[config.mk]
export PLATFORM = sky130hd
export DESIGN_NAME = div_unit_flat
export DESIGN_NICKNAME = d
export VERILOG_FILES = /design/src/rtl/div_unit_if.sv /design/src/rtl/div_unit.sv /design/src/flat_wrapper.sv
export SDC_FILE = /design/constraint.sdc
export NUM_CORES = 1
export LEC_CHECK = 0
export ABC_CLOCK_PERIOD_IN_PS = 5800
export CAP_MARGIN = 30
export CORE_ASPECT_RATIO = 1.5
export CORE_MARGIN = 2
export CORE_UTILIZATION = 45
export CTS_CLUSTER_SIZE = 14
export DETAILED_ROUTE_END_ITERATION = 10
export SETUP_SLACK_MARGIN = 0.2
export SLEW_MARGIN = 20
export SYNTH_ARGS = -nofsm -noshare
export SYNTH_HDL_FRONTEND = slang
export SYNTH_SLANG_ARGS = --single-unit
export TNS_END_PERCENT = 20
[constraint.sdc]
create_clock -name clk -period 5.8 [get_ports clk]
set_input_delay 1.74 -clock clk [delete_from_list [all_inputs] [get_ports clk]]
set_output_delay 1.74 -clock clk [all_outputs]
set_load 0.03 [all_outputs]
[src/rtl/div_unit_if.sv]
`default_nettype none
// ============================================================================
// Module   : div_unit_if
// Brief    : Request/response bundle between execute-stage control and divider.
// Revision : 1.0 - initial release
// ============================================================================
interface div_unit_if #(
  parameter int XLEN = 32
);
  logic            Start;
  logic [1:0]      DivOp;
  logic [XLEN-1:0] A;
  logic [XLEN-1:0] B;
  logic            Flush;
  logic            Busy;
  logic            Done;
  logic [XLEN-1:0] Result;

  modport master (
    output Start, DivOp, A, B, Flush,
    input  Busy, Done, Result
  );

  modport slave (
    input  Start, DivOp, A, B, Flush,
    output Busy, Done, Result
  );
endinterface
`default_nettype wire

[src/rtl/div_unit.sv]
`default_nettype none
// ============================================================================
// Module   : div_unit
// Brief    : Iterative radix-2 restoring divider for RV32M DIV/DIVU/REM/REMU.
// Revision : 1.0 - initial release
// ============================================================================
module div_unit #(
  parameter int XLEN = 32
) (
  input  wire logic   clk,
  input  wire logic   rst_n,
  div_unit_if.slave   bus
);

  localparam int              c_CNT_W = $clog2(XLEN);
  localparam logic [c_CNT_W-1:0] c_LAST = c_CNT_W'(XLEN - 1);
  localparam logic [c_CNT_W-1:0] c_CNT_ONE = c_CNT_W'(1);
  localparam logic [XLEN-1:0] c_ONE   = XLEN'(1);
  localparam logic [XLEN-1:0] c_MSB   = {1'b1, {(XLEN-1){1'b0}}};

  typedef enum logic [1:0] {
    S_IDLE = 2'd0,
    S_CALC = 2'd1,
    S_DONE = 2'd2
  } state_t;

  state_t              r_state;
  logic                r_busy;
  logic                r_done;
  logic [XLEN-1:0]     r_result;
  logic [c_CNT_W-1:0]  r_cnt;
  logic [XLEN-1:0]     r_quo;
  logic [XLEN-1:0]     r_rem;
  logic [XLEN-1:0]     r_div;
  logic                r_is_rem;
  logic                r_qneg;
  logic                r_rneg;

  logic                w_signed;
  logic                w_a_neg;
  logic                w_b_neg;
  logic [XLEN-1:0]     w_a_mag;
  logic [XLEN-1:0]     w_b_mag;
  logic                w_bzero;
  logic                w_ovf;
  logic [XLEN:0]       w_rem_shift;
  logic [XLEN:0]       w_diff;
  logic                w_ok;
  logic [XLEN-1:0]     w_rem_next;
  logic [XLEN-1:0]     w_quo_next;
  logic [XLEN-1:0]     w_q_fin;
  logic [XLEN-1:0]     w_r_fin;

  // DivOp[0] clear selects the signed forms, DivOp[1] selects remainder.
  assign w_signed = ~bus.DivOp[0];
  assign w_a_neg  = w_signed & bus.A[XLEN-1];
  assign w_b_neg  = w_signed & bus.B[XLEN-1];
  assign w_a_mag  = w_a_neg ? (~bus.A + c_ONE) : bus.A;
  assign w_b_mag  = w_b_neg ? (~bus.B + c_ONE) : bus.B;
  assign w_bzero  = (bus.B == '0);
  assign w_ovf    = w_signed && (bus.A == c_MSB) && (bus.B == '1);

  // One restoring step; the extra top bit of the trial difference is the borrow.
  assign w_rem_shift = {r_rem, r_quo[XLEN-1]};
  assign w_diff      = w_rem_shift - {1'b0, r_div};
  assign w_ok        = ~w_diff[XLEN];
  assign w_rem_next  = w_ok ? w_diff[XLEN-1:0] : w_rem_shift[XLEN-1:0];
  assign w_quo_next  = {r_quo[XLEN-2:0], w_ok};
  assign w_q_fin     = r_qneg ? (~w_quo_next + c_ONE) : w_quo_next;
  assign w_r_fin     = r_rneg ? (~w_rem_next + c_ONE) : w_rem_next;

  always_ff @(posedge clk or negedge rst_n) begin
    if (!rst_n) begin
      r_state  <= S_IDLE;
      r_busy   <= 1'b0;
      r_done   <= 1'b0;
      r_result <= '0;
      r_cnt    <= '0;
      r_quo    <= '0;
      r_rem    <= '0;
      r_div    <= '0;
      r_is_rem <= 1'b0;
      r_qneg   <= 1'b0;
      r_rneg   <= 1'b0;
    end else if (bus.Flush) begin
      r_state <= S_IDLE;
      r_busy  <= 1'b0;
      r_done  <= 1'b0;
    end else begin
      case (r_state)
        S_IDLE, S_DONE: begin
          if (bus.Start) begin
            if (w_bzero || w_ovf) begin
              if (w_bzero)
                r_result <= bus.DivOp[1] ? bus.A : '1;
              else
                r_result <= bus.DivOp[1] ? '0 : bus.A;
              r_state <= S_DONE;
              r_busy  <= 1'b0;
              r_done  <= 1'b1;
            end else begin
              r_quo    <= w_a_mag;
              r_div    <= w_b_mag;
              r_rem    <= '0;
              r_cnt    <= '0;
              r_is_rem <= bus.DivOp[1];
              r_qneg   <= w_signed & (bus.A[XLEN-1] ^ bus.B[XLEN-1]);
              r_rneg   <= w_signed & bus.A[XLEN-1];
              r_state  <= S_CALC;
              r_busy   <= 1'b1;
              r_done   <= 1'b0;
            end
          end else begin
            r_state <= S_IDLE;
            r_busy  <= 1'b0;
            r_done  <= 1'b0;
          end
        end
        S_CALC: begin
          r_rem <= w_rem_next;
          r_quo <= w_quo_next;
          r_cnt <= r_cnt + c_CNT_ONE;
          if (r_cnt == c_LAST) begin
            r_result <= r_is_rem ? w_r_fin : w_q_fin;
            r_state  <= S_DONE;
            r_busy   <= 1'b0;
            r_done   <= 1'b1;
          end
        end
        default: begin
          r_state <= S_IDLE;
          r_busy  <= 1'b0;
          r_done  <= 1'b0;
        end
      endcase
    end
  end

  assign bus.Busy   = r_busy;
  assign bus.Done   = r_done;
  assign bus.Result = r_result;

endmodule
`default_nettype wire

[src/flat_wrapper.sv]
// flat-port wrapper written by rule: the top's interface ports become plain ports
module div_unit_flat 
#(
  parameter int XLEN = 32
)
  (clk, rst_n, bus_Start, bus_DivOp, bus_A, bus_B, bus_Flush, bus_Busy, bus_Done, bus_Result);
  div_unit_if #(.XLEN(XLEN)) bus_i ();
  input  wire logic clk;
  input  wire logic rst_n;
  input wire logic [$bits(bus_i.Start)-1:0] bus_Start;
  input wire logic [$bits(bus_i.DivOp)-1:0] bus_DivOp;
  input wire logic [$bits(bus_i.A)-1:0] bus_A;
  input wire logic [$bits(bus_i.B)-1:0] bus_B;
  input wire logic [$bits(bus_i.Flush)-1:0] bus_Flush;
  output wire logic [$bits(bus_i.Busy)-1:0] bus_Busy;
  output wire logic [$bits(bus_i.Done)-1:0] bus_Done;
  output wire logic [$bits(bus_i.Result)-1:0] bus_Result;
  assign bus_i.Start = bus_Start;
  assign bus_i.DivOp = bus_DivOp;
  assign bus_i.A = bus_A;
  assign bus_i.B = bus_B;
  assign bus_i.Flush = bus_Flush;
  assign bus_Busy = bus_i.Busy;
  assign bus_Done = bus_i.Done;
  assign bus_Result = bus_i.Result;
  div_unit #(.XLEN(XLEN)) u_core (.clk(clk), .rst_n(rst_n), .bus(bus_i));
endmodule
==> out/metrics.yaml, run 1 <==
power.leakage_nw: 5.54
port_buffers: 103
yosys_register_bits: 139
grt_pass1_wl_um: 61700
cts_buffers: 17
cts_hold_buf: 0
rsz0062_at_grt: "no"
wirelength_um: 39800
first_iter_violations: 772
syn_nets: 1625
min_path_type: "flip-flop to flip-flop"
cts_tree: "built"
drt-wirelength-per-cell_um: 20.8
cap_violations: 0
core_sq_mm: 0.0256
r2r-start: "u_core.r_quo[31]"
final_area_sq_mm: 0.0136
n_antenna_cell: 0
via_per_inst: 6.00
cp.arrival_ns: 5.56
drc: 0
fin_total_pwr_mw: 3.61
fin_ws_ns: 0.592
synth_top_flop_cell: "dfrtp_1"
yosysTopAreaCell: "dfrtp_1"
drtAntennaViolNets: 0
relSlewSlack_pct: 40.8
overflow: 0
start_util_pct: 45.4
drive_above_1_share_pct: 5.31
rows: 72
clkLatencyLatePin_ns: 0.44
first_global_vias: 11000
reg2reg_to: "u_core.bus.Result[30]"
synth_edf_count: 0
rr_worst_depth: 16
async_reset_ff_share_pct: 100
max_freq_ghz: 0.192
io_pins: 104
htree_levels: 4
grt_use_total_pct: 29.4
hold_viol_final: 0
drv_slew: 0
syn_area_sq_mm: 0.0116
die_w_um: 135
rrSetupSlack_ns: 0.59
antenna_found_initial: 0
post_cts_buffers: 0
fin_crit_sh_pct: 89.8
hp-start: "u_core.bus.Busy"
synth_top_cell_area_share_pct: 29.9
utilization_pct: 53.1
crit_type: "flip-flop to flip-flop"
synth_area_per_cell_sq_um: 7.67
status: "completed"
clk_pin_slew_ns: 0.06
endpoint_kind: "flip-flop"
dp_worst_setup_slack_ns: 0.453
cp_data_required_time_ns: 6.15
syn_inst: 1515
hpwlAfterDp_um: 30800
hold_path_depth: 2
clock_path_buffers: 2
vias: 11500
place_area_sq_mm: 0.0129
synthToLayoutAreaGrowth_pct: 16.9
hold_end: "u_core.bus.Busy"
ir_worst_vdd_mv: 0.221
tightest_slew_ns: 0.866
globalplace.congestion: 0.894
synth_cell_type_count: 85
seq_area_frac_synth_pct: 29.9
die_height_um: 201
drt_pass1_iterations: 5
min_period_ns: 5.21
grt_max_degree: 99
startpoint_type: "flip-flop"
yosys_warnings: 0
clock_skew_ns: 0.0115
synth_area_leaders: "dfrtp_1 (30%), a21oi_1 (6.7%), o21ai_0 (6.7%)"
final-setup-viol-count: 0
filler_cell_count: 2528
ctsResizeCount: 0
cts.sinks: 139
crit_fanout: 34
p_per_area_mw_per_mm2: 266
dp.cells: 1881
fin_nets: 1680
dieArea_sq_mm: 0.0271
fin_tns_setup_ns: 0
root_buffer: "clkbuf_16"
hold_ws_ns: 0.475
instances_no_fill: 1915
[metal layers]
layer	wire length [um]	vias to the layer above	global-route usage (%)
met2	19700	340	50.5
met5	0	-	0
met1	15600	5455	35.0
met4	2580	0	17.2
li1	-	5608	-
met3	1840	79	3.79
[state kept, by name, summed over array words and instances, names as in the netlist, 2 cells and up]
signal             cells
u_core.r_quo          32
u_core.r_state         2
u_core.r_rem          32
u_core.r_div          32
u_core.r_cnt           5
u_core.bus.Result     32
[power by group]
part	switching [mW]	total (mW)	internal [mW]
registers	0.146	1.24	1.09
logic	0.771	1.23	0.464
clock network	0.445	1.14	0.695
[cell usage after synthesis (5+ instances only)]
cell and instances:
a211oi_1 15, a21boi_0 6, a21o_1 9, a21oi_1 156, a221oi_1 6, a31oi_1 17
and2_1 6, and3_1 5, buf_1 7, buf_2 12, clkbuf_1 75, dfrtp_1 139
ha_1 39, inv_1 53, mux2_2 5, mux2i_1 25, nand2_1 142, nand2b_1 17
nand3_1 51, nand3b_1 7, nand4_1 20, nor2_1 150, nor3_1 42, nor4_1 22
o211ai_1 16, o21a_1 9, o21ai_0 156, o21ai_1 10, o221ai_1 5, o22ai_1 6
o31ai_1 32, o41ai_1 12, or3_1 22, or4_1 8, xnor2_1 71, xor2_1 59
[area by class of cell]
class                   instances  area (sq um)  share of cell area (%)
clock buffers                  20           457                    3.36
clock inverters                11           145                    1.07
inverters                      54           203                    1.49
multi-input cells            1227          7580                    55.9
flip-flops and latches        139          3480                    25.6
well taps                     333           417                    3.07
repair buffers                131          1300                    9.54
[cell families (layout without fill, tap and decap cells)]
group / count (synthesis) / after routing / share of synthesized area, %
adders and majority gates: 41 / 41 / 4.46
DFF: 139 / 139 / 29.9
and+or+nand+nor: 512 / 512 / 20.9
xor gates and xnor gates: 130 / 130 / 9.80
muxes: 30 / 30 / 2.64
buffers and inverters: 149 / 216 / 4.95
AOI/OAI and AO/OA: 514 / 514 / 27.3
[cell usage in the layout (no fill, tap or decap), types with 12 or more instances in the layout]
cell type | Yosys | layout
nand2_1 | 142 | 142
ha_1 | 39 | 39
nand4_1 | 20 | 20
inv_1 | 53 | 53
clkdlybuf4s50_1 | 0 | 102
or3_1 | 22 | 22
clkbuf_16 | 0 | 17
a211oi_1 | 15 | 15
nor4_1 | 22 | 22
xnor2_1 | 71 | 71
nor2_1 | 150 | 150
a31oi_1 | 17 | 17
o21ai_0 | 156 | 156
xor2_1 | 59 | 59
nor3_1 | 42 | 42
nand3_1 | 51 | 50
dfrtp_1 | 139 | 139
o211ai_1 | 16 | 16
nand2b_1 | 17 | 16
mux2i_1 | 25 | 25
o31ai_1 | 32 | 32
o41ai_1 | 12 | 12
a21oi_1 | 156 | 156
buf_4 | 0 | 23
[worst max path at each step]
stage	start	to	slack [ns]
floorplan	u_core.r_quo[31]	u_core.bus.Result[30]	1.02
global placement	bus_B[8]	u_core.r_cnt[0]	0.59
detailed placement	bus_B[6]	u_core.r_quo[27]	0.45
CTS	u_core.r_quo[31]	u_core.bus.Result[30]	0.60
global route	u_core.r_quo[31]	u_core.bus.Result[30]	0.25
finish	u_core.r_quo[31]	u_core.bus.Result[30]	0.59
[critical path, cell delays in order, from the launching register on]
cell and delay, ns:
dfrtp_1 0.45, inv_1 0.16, ha_1 0.20, inv_1 0.06, fa_1 0.47, a211oi_2 0.24
o21ai_2 0.16, a21oi_2 0.33, a211oi_4 0.13, o21a_2 0.39, nor2_8 0.17, buf_4 0.47
a31oi_1 0.36, or3_1 0.60, nor4b_1 0.37, mux2_2 0.37, o221ai_1 0.16
(Power assumes the default switching activity.)
==> run 2: changes to the inputs <==
--- a/config.mk
+++ b/config.mk
@@ -9,9 +9,10 @@
 export CAP_MARGIN = 30
 export CORE_ASPECT_RATIO = 1.5
 export CORE_MARGIN = 2
-export CORE_UTILIZATION = 45
+export CORE_UTILIZATION = 60
 export CTS_CLUSTER_SIZE = 14
 export DETAILED_ROUTE_END_ITERATION = 10
+export PLACE_DENSITY = 0.83
 export SETUP_SLACK_MARGIN = 0.2
 export SLEW_MARGIN = 20
 export SYNTH_ARGS = -nofsm -noshare
==> out/metrics.yaml, run 2 (synthesized netlist as in run 1, its figures left out) <==
rows: 62  # -14%
instances_no_fill: 1834  # -4.2%
drc: 0  # unchanged
cp.arrival_ns: 5.64  # +0.08 ns
vias: 11900  # +3.4%
start_util_pct: 60.9  # +15 points
grt_pass1_wl_um: 59600  # -3.5%
tightest_slew_ns: 0.896  # +0.0300 ns
power.leakage_nw: 5.51  # -0.51%
cts_tree: "built"
grt_max_degree: 99  # unchanged
endpoint_kind: "flip-flop"
fin_crit_sh_pct: 91.1  # +1.3 points
clock_path_buffers: 2  # unchanged
fin_tns_setup_ns: 0  # unchanged
clk_pin_slew_ns: 0.07  # about the same
dieArea_sq_mm: 0.0205  # -24%
port_buffers: 103  # unchanged
die_height_um: 174  # -13%
p_per_area_mw_per_mm2: 271  # +1.9%
place_area_sq_mm: 0.0128  # -1.1%
max_freq_ghz: 0.189  # -1.4%
layout_common_cells: "a21oi_1 (156), o21ai_0 (156), nor2_1 (150)"
htree_levels: 4  # unchanged
drive_above_1_share_pct: 5.20  # -0.11 points
post_cts_buffers: 0  # unchanged
final_area_sq_mm: 0.0134  # -1.1%
die_w_um: 118  # -13%
hold_viol_final: 0  # unchanged
n_antenna_cell: 0  # unchanged
first_iter_violations: 931  # +21%
grt_use_total_pct: 36.7  # +7.2 points
relSlewSlack_pct: 38.7  # -2.0 points
cts_hold_buf: 0  # unchanged
clock_skew_ns: 0.00953  # -0.00194 ns
fin_total_pwr_mw: 3.64  # +0.79%
antenna_found_initial: 0  # unchanged
final-setup-viol-count: 0  # unchanged
dp.cells: 1802  # -4.2%
fin_nets: 1675  # -0.30%
crit_type: "flip-flop to flip-flop"
core_sq_mm: 0.0191  # -25%
startpoint_type: "flip-flop"
filler_cell_count: 1603  # -37%
globalplace.congestion: 0.951  # +6.3%
utilization_pct: 70.4  # +17 points
crit_fanout: 16  # -53%
drv_slew: 0  # unchanged
wirelength_um: 37700  # -5.3%
regArea_sq_mm: 0.00348  # unchanged
via_per_inst: 6.48  # +8.0%
ir_worst_vdd_mv: 0.267  # +21%
cts.sinks: 139  # unchanged
drt-wirelength-per-cell_um: 20.5  # -1.1%
io_pins: 104  # unchanged
synthToLayoutAreaGrowth_pct: 15.7
clkLatencyLatePin_ns: 0.44  # about the same
cp_data_required_time_ns: 6.16  # about the same
hpwlAfterDp_um: 28400  # -7.7%
min_path_type: "flip-flop to flip-flop"
drt_pass1_iterations: 6  # +1
root_buffer: "clkbuf_16"
status: "completed"
multi_input_area_sq_mm: 0.00759  # about the same
first_global_vias: 11300  # +3.0%
rsz0062_at_grt: "no"
cap_violations: 0  # unchanged
drtAntennaViolNets: 0  # unchanged
cts_buffers: 17  # unchanged
overflow: 0  # unchanged
min_period_ns: 5.28  # +0.0753 ns
run 2: routing by layer:
layer,vias to the layer above,global-route usage (%),part of all wire (%)
li1,5620,-,-
met1,5561,42.1,37
met2,567,62.0,49
met3,128,5.64,6.5
met4,0,26.2,7.5
met5,-,0,0
run 2: cell type report:
class                           count  share of cell area, %
Timing Repair Buffer              126                   9.06
Clock inverter                     14                   1.39
Tap cell                          256                   2.38
Clock buffer                       18                   3.27
Sequential cell                   139                   25.9
Multi-Input combinational cell   1227                   56.5
Inverter                           54                   1.51
run 2: critical path: stages (launching register included):
cell	delay (ns)
dfrtp_1	0.47
ha_1	0.27
inv_1	0.08
fa_1	0.30
a211oi_2	0.11
o21ai_2	0.39
a21oi_2	0.21
a211oi_4	0.40
o21a_4	0.34
nor2_8	0.07
inv_2	0.15
nor2_1	0.07
a21oi_1	0.26
ha_1	0.28
o21ai_1	0.20
or3_1	0.54
nor4b_1	0.48
mux2_2	0.40
o221ai_1	0.17
run 2: timing repair:
item / in CTS / in global routing
resized for setup: 0 / 1
setup endpoints to repair: 0 / 1
endpoints found under the hold margin: 0 / 0
run 2: worst paths after layout:
| kind | cells after the start | endpoint | start | slack [ns] |
|---|---|---|---|---|
| max in group asynchronous | 2 | u_core.r_div[6] | rst_n | 3.45 |
| min | 2 | u_core.r_div[29] | u_core.r_div[29] | 0.49 |
| max reg2reg | 18 | u_core.bus.Result[30] | u_core.r_div[0] | 0.52 |
| min in group asynchronous | 1 | u_core.r_quo[26] | rst_n | 1.35 |
| max | 18 | u_core.bus.Result[30] | u_core.r_div[0] | 0.52 |
| min reg2reg | 2 | u_core.r_div[29] | u_core.r_div[29] | 0.49 |
run 2: power by group:
part	switching, mW	internal, mW	leakage (nW)	total [mW]
Combinational	0.774	0.458	3.41	1.23
Clock	0.478	0.697	0.300	1.18
Sequential	0.143	1.09	1.80	1.23
run 2: stage by stage:
stage | hold WS, ns | setup WS (ns)
3_3_place_gp | 0.466 | 0.525
4_1_cts | 0.490 | 0.464
6_report | 0.485 | 0.516
5_1_grt | 0.533 | 0.269
2_1_floorplan | 0.450 | 1.02
3_5_place_dp | 0.471 | 0.417
